## config.mk

```make
export PLATFORM = sky130hd
export DESIGN_NAME = or_accumulator
export DESIGN_NICKNAME = d
export VERILOG_FILES = /design/src/rtl/or_accumulator.sv
export SDC_FILE = /design/constraint.sdc
export NUM_CORES = 1
export LEC_CHECK = 0
export ABC_AREA = 1
export BUFFER_PORTS_ARGS = -buffer_cell sky130_fd_sc_hd__buf_2
export CAP_MARGIN = 20
export CELL_PAD_IN_SITES_DETAIL_PLACEMENT = 1
export CELL_PAD_IN_SITES_GLOBAL_PLACEMENT = 1
export CORE_MARGIN = 4
export CORE_UTILIZATION = 34
export CTS_CLUSTER_DIAMETER = 120
export DETAILED_ROUTE_END_ITERATION = 10
export GPL_ROUTABILITY_DRIVEN = 1
export PLACE_DENSITY_LB_ADDON = 0.1
export SLEW_MARGIN = 10
export SYNTH_ARGS = -nofsm -noshare
export SYNTH_HDL_FRONTEND = slang
export SYNTH_SLANG_ARGS = --single-unit
```

## constraint.sdc

```tcl
create_clock -name clk -period 2.55 [get_ports clk]
set_clock_uncertainty 0.05 [all_clocks]
set_input_delay 0.3825 -clock clk [delete_from_list [all_inputs] [get_ports clk]]
set_output_delay 0.3825 -clock clk [all_outputs]
set_load 0.05 [all_outputs]
```

## src/rtl/or_accumulator.sv

```systemverilog
// Streaming bitwise-OR reduction: folds up to MAX_WORDS operand words into one result with a word count.
// Optional OR_ACC_POPCNT_EN adds out_ones, the population count of out_data.
module or_accumulator #(
   parameter int WIDTH     = 16,
   parameter int MAX_WORDS = 8,
   parameter int CNT_W     = $clog2(MAX_WORDS + 1)
) (
   input  logic             clk,
   input  logic             rst_n,
   input  logic             in_valid,
   output logic             in_ready,
   input  logic [WIDTH-1:0] in_data,
   input  logic             in_last,
   output logic             out_valid,
   input  logic             out_ready,
   output logic [WIDTH-1:0] out_data,
   output logic [CNT_W-1:0] out_count
`ifdef OR_ACC_POPCNT_EN
   ,
   output logic [$clog2(WIDTH+1)-1:0] out_ones
`endif
);

   localparam logic [1:0] S_IDLE  = 2'd0;
   localparam logic [1:0] S_ACCUM = 2'd1;
   localparam logic [1:0] S_DONE  = 2'd2;

   localparam logic [CNT_W-1:0] MAX_CNT = CNT_W'(MAX_WORDS);
   localparam logic [CNT_W-1:0] ONE_CNT = CNT_W'(1);

   logic [1:0]       state_q, state_d;
   logic [WIDTH-1:0] acc_q, acc_d;
   logic [CNT_W-1:0] cnt_q, cnt_d;
   logic [CNT_W-1:0] cnt_inc;

   assign cnt_inc = cnt_q + ONE_CNT;

   // Handshake outputs come from registered state only, so no input-to-output path exists.
   assign in_ready  = (state_q == S_IDLE) || (state_q == S_ACCUM);
   assign out_valid = (state_q == S_DONE);
   assign out_data  = acc_q;
   assign out_count = cnt_q;

   always_comb begin
      state_d = state_q;
      acc_d   = acc_q;
      cnt_d   = cnt_q;
      case (state_q)
         S_IDLE: begin
            if (in_valid) begin
               acc_d   = in_data;
               cnt_d   = ONE_CNT;
               state_d = (in_last || (MAX_WORDS == 1)) ? S_DONE : S_ACCUM;
            end
         end
         S_ACCUM: begin
            if (in_valid) begin
               acc_d   = acc_q | in_data;
               cnt_d   = cnt_inc;
               state_d = (in_last || (cnt_inc == MAX_CNT)) ? S_DONE : S_ACCUM;
            end
         end
         S_DONE: begin
            if (out_ready) begin
               acc_d   = '0;
               cnt_d   = '0;
               state_d = S_IDLE;
            end
         end
         default: begin
            acc_d   = '0;
            cnt_d   = '0;
            state_d = S_IDLE;
         end
      endcase
   end

   always_ff @(posedge clk or negedge rst_n) begin
      if (!rst_n) begin
         state_q <= S_IDLE;
         acc_q   <= '0;
         cnt_q   <= '0;
      end else begin
         state_q <= state_d;
         acc_q   <= acc_d;
         cnt_q   <= cnt_d;
      end
   end

`ifdef OR_ACC_POPCNT_EN
   localparam int OW = $clog2(WIDTH + 1);

   function automatic logic [OW-1:0] popcnt(input logic [WIDTH-1:0] v);
      logic [OW-1:0] s;
      s = '0;
      for (int i = 0; i < WIDTH; i++) s = s + OW'(v[i]);
      return s;
   endfunction

   logic [OW-1:0] ones_q;

   // Counted from the next accumulator value so it lands together with out_valid.
   always_ff @(posedge clk or negedge rst_n) begin
      if (!rst_n) ones_q <= '0;
      else        ones_q <= (state_d == S_DONE) ? popcnt(acc_d) : '0;
   end

   assign out_ones = ones_q;
`endif

endmodule

```

* Yosys cells after proc, flatten, opt, wreduce, memory -nomap -nowiden
Index checks and enable logic that the tools add are counted.
Word-level totals: register bits 22, bits of input ports 21, output and inout bits 22, word-level logic and storage cells 29
Cells by class: $add $sub $neg 1, equality and inequality tests 6, multiplexer cells 14, bitwise operators 1, reduce and logical (&&, ||, !) cells 4
Operators by type and width (count):
- $mux W16 | 3
- $pmux W16 S3 | 1
- $or A16 B16 Y16 | 1
- $mux W4 | 3
- $pmux W4 S3 | 1
- $mux W2 | 5
- $pmux W2 S3 | 1
- $add A4 B1 Y4 const B | 1
- $eq A4 B4 Y1 const B | 1
- $ne A2 B2 Y1 const B | 2
- $reduce_and A3 Y1 | 1
- $eq A2 B1 Y1 const B | 1
- $eq A2 B2 Y1 const B | 1
- $logic_not A2 Y1 | 1
- $logic_or A1 B1 Y1 | 2
- $ne A2 B1 Y1 const B | 1

* Longest topological paths before layout
Gate-level depths: netlist (run 1).
depth in word-level cells 6, mapped depth 7

* Least setup slack after synthesis (run 1)
OpenSTA, ideal clock, no wires.
path type register to output, from register state_q[1], to output out_valid, arrival 1.255 ns, required time 2.118 ns, setup slack 0.862 ns, cell stages (with the launch flop) 3, buffers on the path 0, path through dfrtp_1 inv_2 nor2_1
Between the ends: longest elaborated chain between the ends 1
RTL lines:
- start, declared | RTL line 31 | logic [1:0] state_q, state_d;
- start signal, assigned | RTL line 84 | state_q <= state_d;
- $eq A2 B2 Y1 | RTL line 40 | assign out_valid = (state_q == S_DONE);
- end, declared | RTL line 14 | output logic out_valid,
No other way between the ends.

* Worst setup path in the final report (run 1)
Ends and elaborated chain as after synthesis.

==> metrics.md, run 1 <==
| Metric | Value |
|---|---|
| Crit path cell chain | `inv_2 -> nor2_1 -> buf_2` |
| CTS Buf Count | `3` |
| Port bufs | `42` |
| Count of state elements after synthesis | `22` |
| Antenna cell count | `0` |
| Synthesized area | `962.2 sq um` |
| R2R setup slack | `0.96 ns` |
| Crit path time final | `1.629 ns` |
| Setup crit end kind | `primary output` |
| Critical-path top delay cell | `dfrtp_1` |
| Antenna-violating nets left | `0` |
| Most common cell after layout, fill and taps aside | `nand2_1` |
| Final total negative setup slack | `0 ns` |
| CTS root buf | `clkbuf_4` |
| Vias per cell | `4.723` |
| Status | `complete, no violations` |
| GR Util All Layers | `15.40%` |
| PwrDens | `1477 nW/um^2` |
| Final Non-Filler Cells | `188` |
| Vias in the first global route | `956` |
| CP required | `2.12 ns` |
| Synth warn | `0` |
| Initial core utilization | `35.19%` |
| CP Class | `flop to primary output` |
| Initial antenna violation count | `0` |
| GR met2 Demand/Resource | `25.23%` |
| Area of the multi-input gates | `352.8 sq um` |
| Storage cell area | `550.5 sq um` |
| Fin crit share | `63.88%` |
| Final Util | `45.22%` |
| Syn avg cell area | `8.440 sq um` |
| Max-cap violations | `0` |
| Relative slew slack | `59.47%` |
| Mux cell area share after synthesis | `0%` |
| Largest family of logic cells by synthesized area | `simple AND/OR/NAND/NOR gates` |
| Die area | `3745 sq um` |
| Global routing usage on met1 | `19.45%` |
| Total wire length | `2.425 mm` |
| Post-DP HPWL | `1.792 mm` |
| TritonCTS clock tree | `built` |
| Clock slew at reported path FFs | `0.12 ns` |
| Top delay family on crit path | `flip-flops` |
| Die span in y | `61.20 um` |
| Placed insts | `183` |
| GRT met3 Usage | `3.564%` |
| Peak supply drop | `0.7083 mV` |
| Post-Place Worst Slack | `0.9211 ns` |
| CTS max path bufs | `2` |
| Mapped Cells | `114` |
| Crit-path max FO | `4` |
| RSZ-0062 raised after global routing | `false` |
| First-pass GRT wire length | `4.257 mm` |
| Postcts setup bufs | `0` |
| Net Count, Synth | `136` |
| Adder-cell share of the synthesized area | `1.300%` |
| P&R area growth vs syn | `28.48%` |
| Synth unique cells | `16` |
| WP buf/inv | `2` |
| Largest net degree at the start of global routing | `23` |
| Synth Area in XOR/XNOR | `0%` |
| Crit start category | `flop` |
| WP data arrival | `1.20 ns` |
| Post-synthesis simple-gate area fraction | `24.97%` |
| F_max | `0.6139 GHz` |
| CTS H-tree lvls | `1` |
| Drt first pass iters | `4` |
| Layout cells sized above 1 | `32.48%` |
| Largest stage delay on the critical path | `0.47 ns` |
| Via count | `888` |
| DRC errors left | `0` |
| Leak | `0.7077 nW` |
| Total gr overflow | `0` |
| Drt initial violations | `12` |
| Post-synthesis sequential area ratio | `57.22%` |
| Gr busiest metal | `met2` |
| Synth Area in Compound Gates | `10.40%` |
| Worst skew pair latency | `0.31 ns` |
| Hold WC Path Type | `primary input to flop` |
| Pins Over Slew Limit | `0` |
| Commonest cells after routing, fill and taps aside | `46 x nand2_1, 42 x buf_2, 22 x dfrtp_1` |
| Fill cell count | `340` |
| Clock Sinks | `22` |
| WL per Instance | `12.90 um` |
| Endpoints failing hold | `0` |
| Die W | `61.20 um` |
| FP Rows | `19` |
| Final setup margin | `0.9210 ns` |
| Setup violators final | `0` |
| # nets final | `180` |
| Worst-margin pin slew | `0.6057 ns` |
| Routability Congestion | `0.7634` |
| Area of the core | `2734 sq um` |
| Ports | `43` |
-- Yosys cell counts --
| master | count | area, sq um |
|---|---|---|
| a21oi_1 | 2 | 10.01 |
| nand2_1 | 46 | 172.7 |
| nand3_1 | 4 | 20.02 |
| o21ai_0 | 18 | 90.09 |
| buf_2 | 1 | 5.000 |
| nor2_4 | 1 | 11.26 |
| clkbuf_2 | 1 | 5.000 |
| buf_6 | 1 | 11.26 |
| nand4_1 | 2 | 12.51 |
| inv_2 | 1 | 3.750 |
| nand2_2 | 2 | 12.51 |
| clkbuf_1 | 2 | 7.510 |
| nor2_1 | 3 | 11.26 |
| inv_1 | 7 | 26.28 |
| ha_1 | 1 | 12.51 |
| dfrtp_1 | 22 | 550.5 |
-- per-layer routing --
metal / wire length (um) / part of all wire (%)
met1: 1024 / 42
met2: 1207 / 50
met3: 156 / 6.4
met4: 36 / 1.5
met5: 0 / 0
-- worst register-to-register path: stages, from the launching register on --
cell     delay [ns]
dfrtp_1        0.47
nor2_1         0.51
buf_4          0.28
nand2_1        0.06
o21ai_0        0.15
-- cell type report --
| type | count | area share, % |
|---|---|---|
| flip-flops and latches | 22 | 44.53 |
| multi-input cells | 79 | 28.54 |
| repair buffers | 44 | 18.42 |
| well taps | 31 | 3.138 |
| clock buffers | 4 | 2.935 |
| inverters | 8 | 2.429 |
-- through the flow --
step | power [mW] | hold WS (ns) | area [sq um]
2_1_floorplan | 1.403 | 0.03691 | 962.2
3_3_place_gp | 1.638 | 0.3349 | 1190
3_5_place_dp | 1.656 | 0.3417 | 1190
4_1_cts | 1.856 | 0.2051 | 1236
5_1_grt | 1.975 | 0.1998 | 1236
6_report | 1.826 | 0.2172 | 1236
-- what timing repair did --
item,CTS,global route
hold buffers,1,0
gates resized for setup,0,0
hold endpoints to repair,22,0
-- final timing paths --
check                           cells past startpoint        start            to
worst max register to register                      4   state_q[1]  out_count[1]
min in group asynchronous                           2        rst_n   out_data[8]
worst min register to register                      2  out_data[8]   out_data[8]
worst max-delay path                                3   state_q[1]     out_valid
worst min-delay path                                3   in_data[8]   out_data[8]
max in group asynchronous                           2        rst_n   out_data[2]
-- report_power, final --
part           internal [mW]  switching, mW
clock                 0.0871          0.106
combinational          0.216          0.822
sequential             0.498         0.0966
-- sequential cells by signal (all words and copies together), names as in the netlist --
signal,cells
state_q,2
out_data,16
out_count,4
-- logic make-up after synthesis --
family,Yosys count
buffers and inverters,13
DFF,22
AOI/OAI and AO/OA,20
and+or+nand+nor,58
adders and majority gates,1
(Power assumes the default switching activity.)
==> run 2, diff against run 1 <==
--- a/config.mk
+++ b/config.mk
@@ -11,7 +11,7 @@
 export CELL_PAD_IN_SITES_DETAIL_PLACEMENT = 1
 export CELL_PAD_IN_SITES_GLOBAL_PLACEMENT = 1
 export CORE_MARGIN = 4
-export CORE_UTILIZATION = 34
+export CORE_UTILIZATION = 29
 export CTS_CLUSTER_DIAMETER = 120
 export DETAILED_ROUTE_END_ITERATION = 10
 export GPL_ROUTABILITY_DRIVEN = 1
==> constraint.sdc (replaced) <==
create_clock -name clk -period 1.48 [get_ports clk]
set_clock_uncertainty 0.05 [all_clocks]
set_input_delay 0.222 -clock clk [delete_from_list [all_inputs] [get_ports clk]]
set_output_delay 0.222 -clock clk [all_outputs]
set_load 0.05 [all_outputs]
==> metrics.md, run 2 (synthesis results as in run 1) <==
| Metric | Value |
|---|---|
| Design area | `1323 sq um` |
| First-pass GRT wire length | `4.485 mm` |
| Crit path cell chain | `inv_2 -> nor2_2 -> buf_2` |
| Setup violators final | `0` |
| DRC errors left | `0` |
| Most common cell after layout, fill and taps aside | `nand2_1` |
| P&R area growth vs syn | `37.45%` |
| CTS max path bufs | `2` |
| GR Util All Layers | `13.57%` |
| Worst skew pair latency | `0.31 ns` |
| FP Rows | `20` |
| FF-to-FF End | `out_count[2]` |
| Largest stage delay on the critical path | `0.44 ns` |
| Dpl cell area | `1239 sq um` |
| Combinational power share | `56.9%` |
| Clock share of power | `13.6%` |
| Leak | `0.7420 nW` |
| CTS H-tree lvls | `1` |
| Storage cell area | `551.8 sq um` |
| Die span in y | `65.60 um` |
| Worst hold endpoint | `out_data[12]` |
| Initial core utilization | `31.01%` |
| Area of the multi-input gates | `355.3 sq um` |
| Reg-to-Reg Start | `state_q[0]` |
| Final Util | `42.62%` |
| Antenna cell count | `0` |
| Relative slew slack | `65.17%` |
| Total wire length | `2.643 mm` |
| R2R setup slack | `0.15 ns` |
| Fill cell count | `413` |
| Setup crit end kind | `primary output` |
| Crit-path max FO | `4` |
| Hold WC Path Type | `primary input to flop` |
| Sequential group share of total power | `29.5%` |
| Max FFs per register | `16` |
| Int Power | `1.606 mW` |
| Worst-margin pin slew | `0.5224 ns` |
| Port bufs | `42` |
| CTS root buf | `clkbuf_4` |
| Largest net degree at the start of global routing | `23` |
| Pins Over Slew Limit | `0` |
| Commonest cells after routing, fill and taps aside | `46 x nand2_1, 42 x buf_2, 21 x dfrtp_1` |
| Vias in the first global route | `1012` |
| Reg2Reg Depth | `7` |
| Die W | `65.60 um` |
| CTS Buf Count | `3` |
| Ports | `43` |
| Sw Ratio | `53.12%` |
| Switching Power | `1.819 mW` |
| Hold path cells | `3` |
| Max-cap violations | `0` |
| Fin crit share | `95.65%` |
| Antenna-violating nets left | `0` |
| WP data arrival | `1.14 ns` |
| Initial antenna violation count | `0` |
| Status | `complete, no violations` |
| PwrDens | `2590 nW/um^2` |
| Peak supply drop | `0.8135 mV` |
| F_max | `0.7064 GHz` |
| Crit path time final | `1.416 ns` |
| # nets final | `185` |
| Hold Startpoint | `in_data[12]` |
| Critical-path top delay cell | `dfrtp_2` |
| Routability Congestion | `0.8397` |
| Endpoints failing hold | `0` |
| Area of the core | `3103 sq um` |
| Vias per cell | `4.471` |
| Drt first pass iters | `4` |
| Clock Sinks | `22` |
| Hold WS | `0.05092 ns` |
| Total gr overflow | `0` |
| Drt initial violations | `40` |
| Die area | `4303 sq um` |
| CP required | `1.21 ns` |
| Crit start category | `flop` |
| CP Class | `flop to primary output` |
| Via count | `921` |
| WL per Instance | `12.83 um` |
| Layout cells sized above 1 | `35.80%` |
| TritonCTS clock tree | `built` |
| Post-DP HPWL | `1.955 mm` |
| Clock slew at reported path FFs | `0.13 ns` |
run 2: stage by stage:
stage	cells	power, mW	setup TNS (ns)	worst slack [ns]
after floorplan	114	2.423	0	0.03316
after global placement	200	2.906	0	0.1710
after detailed placement	200	2.942	0	0.08919
after CTS	205	3.420	0	0.04902
after global routing	206	3.669	-0.004985	-0.003858
final	206	3.425	0	0.06442
run 2: worst max path at each step:
stage                       to  cells after the start         start  slack [ns]
floorplan           state_q[0]                      6  out_count[0]        0.03
global placement    state_q[0]                      5    state_q[1]        0.17
detailed placement  state_q[0]                      6    state_q[0]        0.09
CTS                  out_valid                      3    state_q[1]        0.05
global route         out_valid                      3    state_q[1]      -0.004
finish               out_valid                      3    state_q[1]        0.06
run 2: layout make-up:
type	count	share of cell area, %
Clock buffer	3	1.703
Clock inverter	1	2.271
Inverter	8	2.271
Multi-Input combinational cell	79	26.87
Sequential cell	22	41.72
Tap cell	44	4.163
Timing Repair Buffer	49	21.00
run 2: timing repair:
action	in CTS	in global routing
pin swaps	0	1
endpoints found under the setup margin	1	17
gates resized for setup	1	0
hold buffers	1	0
buffers inserted	0	1
endpoints found under the hold margin	22	0
run 2: power by group through the flow:
stage / sequential (mW) / combinational, mW / clock, mW
after CTS: 1.02 / 1.92 / 0.484
final: 1.01 / 1.95 / 0.466
after detailed placement: 1.03 / 1.91 / 0
after global placement: 1.01 / 1.89 / 0
after floorplan: 1.87 / 0.552 / 0
after global routing: 1.06 / 2.10 / 0.517
run 2: layer usage:
layer	vias to the layer above	wire length (um)	track usage, %
met4	0	19	5.440
met3	2	132	2.564
met2	24	1352	24.65
li1	455	-	-
met1	440	1138	15.47
met5	-	0	0
run 2: critical path, delay by kind of cell, from the launching register on:
family	cells	cell delay (ns)
and+or+nand+nor	1	0.06
DFF	1	0.44
buffers and inverters	2	0.33
==> run 3, diff against run 2 <==
--- a/config.mk
+++ b/config.mk
@@ -8,14 +8,12 @@
 export ABC_AREA = 1
 export BUFFER_PORTS_ARGS = -buffer_cell sky130_fd_sc_hd__buf_2
 export CAP_MARGIN = 20
-export CELL_PAD_IN_SITES_DETAIL_PLACEMENT = 1
-export CELL_PAD_IN_SITES_GLOBAL_PLACEMENT = 1
 export CORE_MARGIN = 4
-export CORE_UTILIZATION = 29
+export CORE_UTILIZATION = 41
 export CTS_CLUSTER_DIAMETER = 120
 export DETAILED_ROUTE_END_ITERATION = 10
 export GPL_ROUTABILITY_DRIVEN = 1
-export PLACE_DENSITY_LB_ADDON = 0.1
+export PLACE_DENSITY = 0.74
 export SLEW_MARGIN = 10
 export SYNTH_ARGS = -nofsm -noshare
 export SYNTH_HDL_FRONTEND = slang
==> metrics.md, run 3 (synthesis results as in run 1) <==
| Metric | Value |
|---|---|
| Setup crit end kind | `primary output` |
| Largest net degree at the start of global routing | `23` |
| Die area | `3186 sq um` |
| Int Power | `1.365 mW` |
| Relative slew slack | `68.40%` |
| Most common cell after layout, fill and taps aside | `nand2_1` |
| Status | `complete, no violations` |
| Clock Sinks | `22` |
| Routability Congestion | `0.7658` |
| Clock share of power | `8.3%` |
| Switching Power | `1.751 mW` |
| Ports | `43` |
| Area of the core | `2233 sq um` |
| Sequential group share of total power | `32.8%` |
| Crit start category | `flop` |
| CTS H-tree lvls | `1` |
| DRC errors left | `0` |
| Fill cell count | `238` |
| Max FFs per register | `16` |
| Antenna-violating nets left | `0` |
| Peak supply drop | `1.338 mV` |
| Initial antenna violation count | `0` |
| Area of the multi-input gates | `355.3 sq um` |
| Commonest cells after routing, fill and taps aside | `46 x nand2_1, 42 x buf_2, 21 x dfrtp_1` |
| Crit path time final | `1.392 ns` |
| Port bufs | `42` |
| Via count | `894` |
| Worst skew pair latency | `0.29 ns` |
| Pins Over Slew Limit | `0` |
| CTS root buf | `clkbuf_4` |
| F_max | `0.7182 GHz` |
| RSZ-0062 raised after global routing | `false` |
| Fin crit share | `94.09%` |
| Initial core utilization | `43.08%` |
| Layout cells sized above 1 | `34.59%` |
| Clock slew at reported path FFs | `0.11 ns` |
| Total power | `3.115 mW` |
| TritonCTS clock tree | `built` |
| Storage cell area | `551.8 sq um` |
| Die W | `56.45 um` |
| CP Class | `flop to primary output` |
| CP required | `1.21 ns` |
| Final total negative setup slack | `0 ns` |
| Drt initial violations | `9` |
| Hold WC Path Type | `primary input to flop` |
| Worst-margin pin slew | `0.4740 ns` |
| Setup violators final | `0` |
| WL per Instance | `11.54 um` |
| Endpoints failing hold | `0` |
| WP data arrival | `1.12 ns` |
| Combinational power share | `58.9%` |
| Post-DP HPWL | `1.681 mm` |
| First-pass GRT wire length | `3.774 mm` |
| Vias per cell | `4.781` |
| Total wire length | `2.158 mm` |
| Sw Ratio | `56.20%` |
| Vias in the first global route | `886` |
| PwrDens | `2502 nW/um^2` |
| Total gr overflow | `0` |
| Drt first pass iters | `3` |
| CTS Buf Count | `3` |
| GR Util All Layers | `14.62%` |
| Antenna cell count | `0` |
| FP Rows | `17` |
| Postcts setup bufs | `0` |
| Max-cap violations | `0` |
| Die span in y | `56.45 um` |
| P&R area growth vs syn | `29.39%` |
| # nets final | `183` |
| CTS max path bufs | `2` |
| Crit-path max FO | `4` |
| Leak | `0.7141 nW` |
run 3: layer usage:
metal / global-route usage, % / routed length [um] / vias up
met5: 0 / 0 / -
met4: 5.085 / 8 / 0
met3: 3.218 / 100 / 2
met2: 24.26 / 1101 / 19
met1: 18.60 / 948 / 420
li1: - / - / 453
run 3: worst max-delay path, stage by stage (launching register included):
cell and delay, ns:
dfrtp_2 0.44, inv_2 0.06, nor2_2 0.07, buf_2 0.26
run 3: repair_timing:
action | 4_1_cts | 5_1_grt
hold endpoints to repair | 22 | 0
resized for setup | 0 | 1
hold buffers | 1 | 0
setup endpoints to repair | 0 | 1
run 3: path summary, 6_finish.rpt:
path	from	endpoint	slack [ns]	depth (start not counted)
max	state_q[1]	out_valid	0.09	3
min	in_data[2]	out_data[2]	0.07	3
max reg2reg	state_q[1]	state_q[0]	0.16	5
min reg2reg	out_data[9]	out_data[9]	0.46	2
max in group asynchronous	rst_n	state_q[1]	0.67	2
min in group asynchronous	rst_n	out_data[8]	0.36	2
run 3: through the flow:
stage,instance area [sq um],instances,worst slack (ns),hold WS (ns),util [%]
after floorplan,964.7,114,0.03316,-0.1236,-
after global placement,1211,183,0.2153,0.1536,54.23
after detailed placement,1211,183,0.1565,0.1585,54.23
after CTS,1244,187,0.01475,0.06129,55.69
after global routing,1245,187,0.02530,0.05965,55.74
final,1245,187,0.08753,0.06752,55.74
run 3: final cells by class:
class / count / area share, %
Sequential cell: 22 / 44.32
Multi-Input combinational cell: 79 / 28.54
Timing Repair Buffer: 47 / 20.10
Tap cell: 28 / 2.814
Inverter: 8 / 2.412
Clock buffer: 3 / 1.809
run 3: power groups by stage:
stage | sequential [mW] | combinational [mW] | clock (mW)
CTS | 1.02 | 1.85 | 0.268
global placement | 1.02 | 1.82 | 0
finish | 1.02 | 1.83 | 0.258
detailed placement | 1.04 | 1.85 | 0
global route | 1.06 | 1.95 | 0.292
floorplan | 1.87 | 0.552 | 0
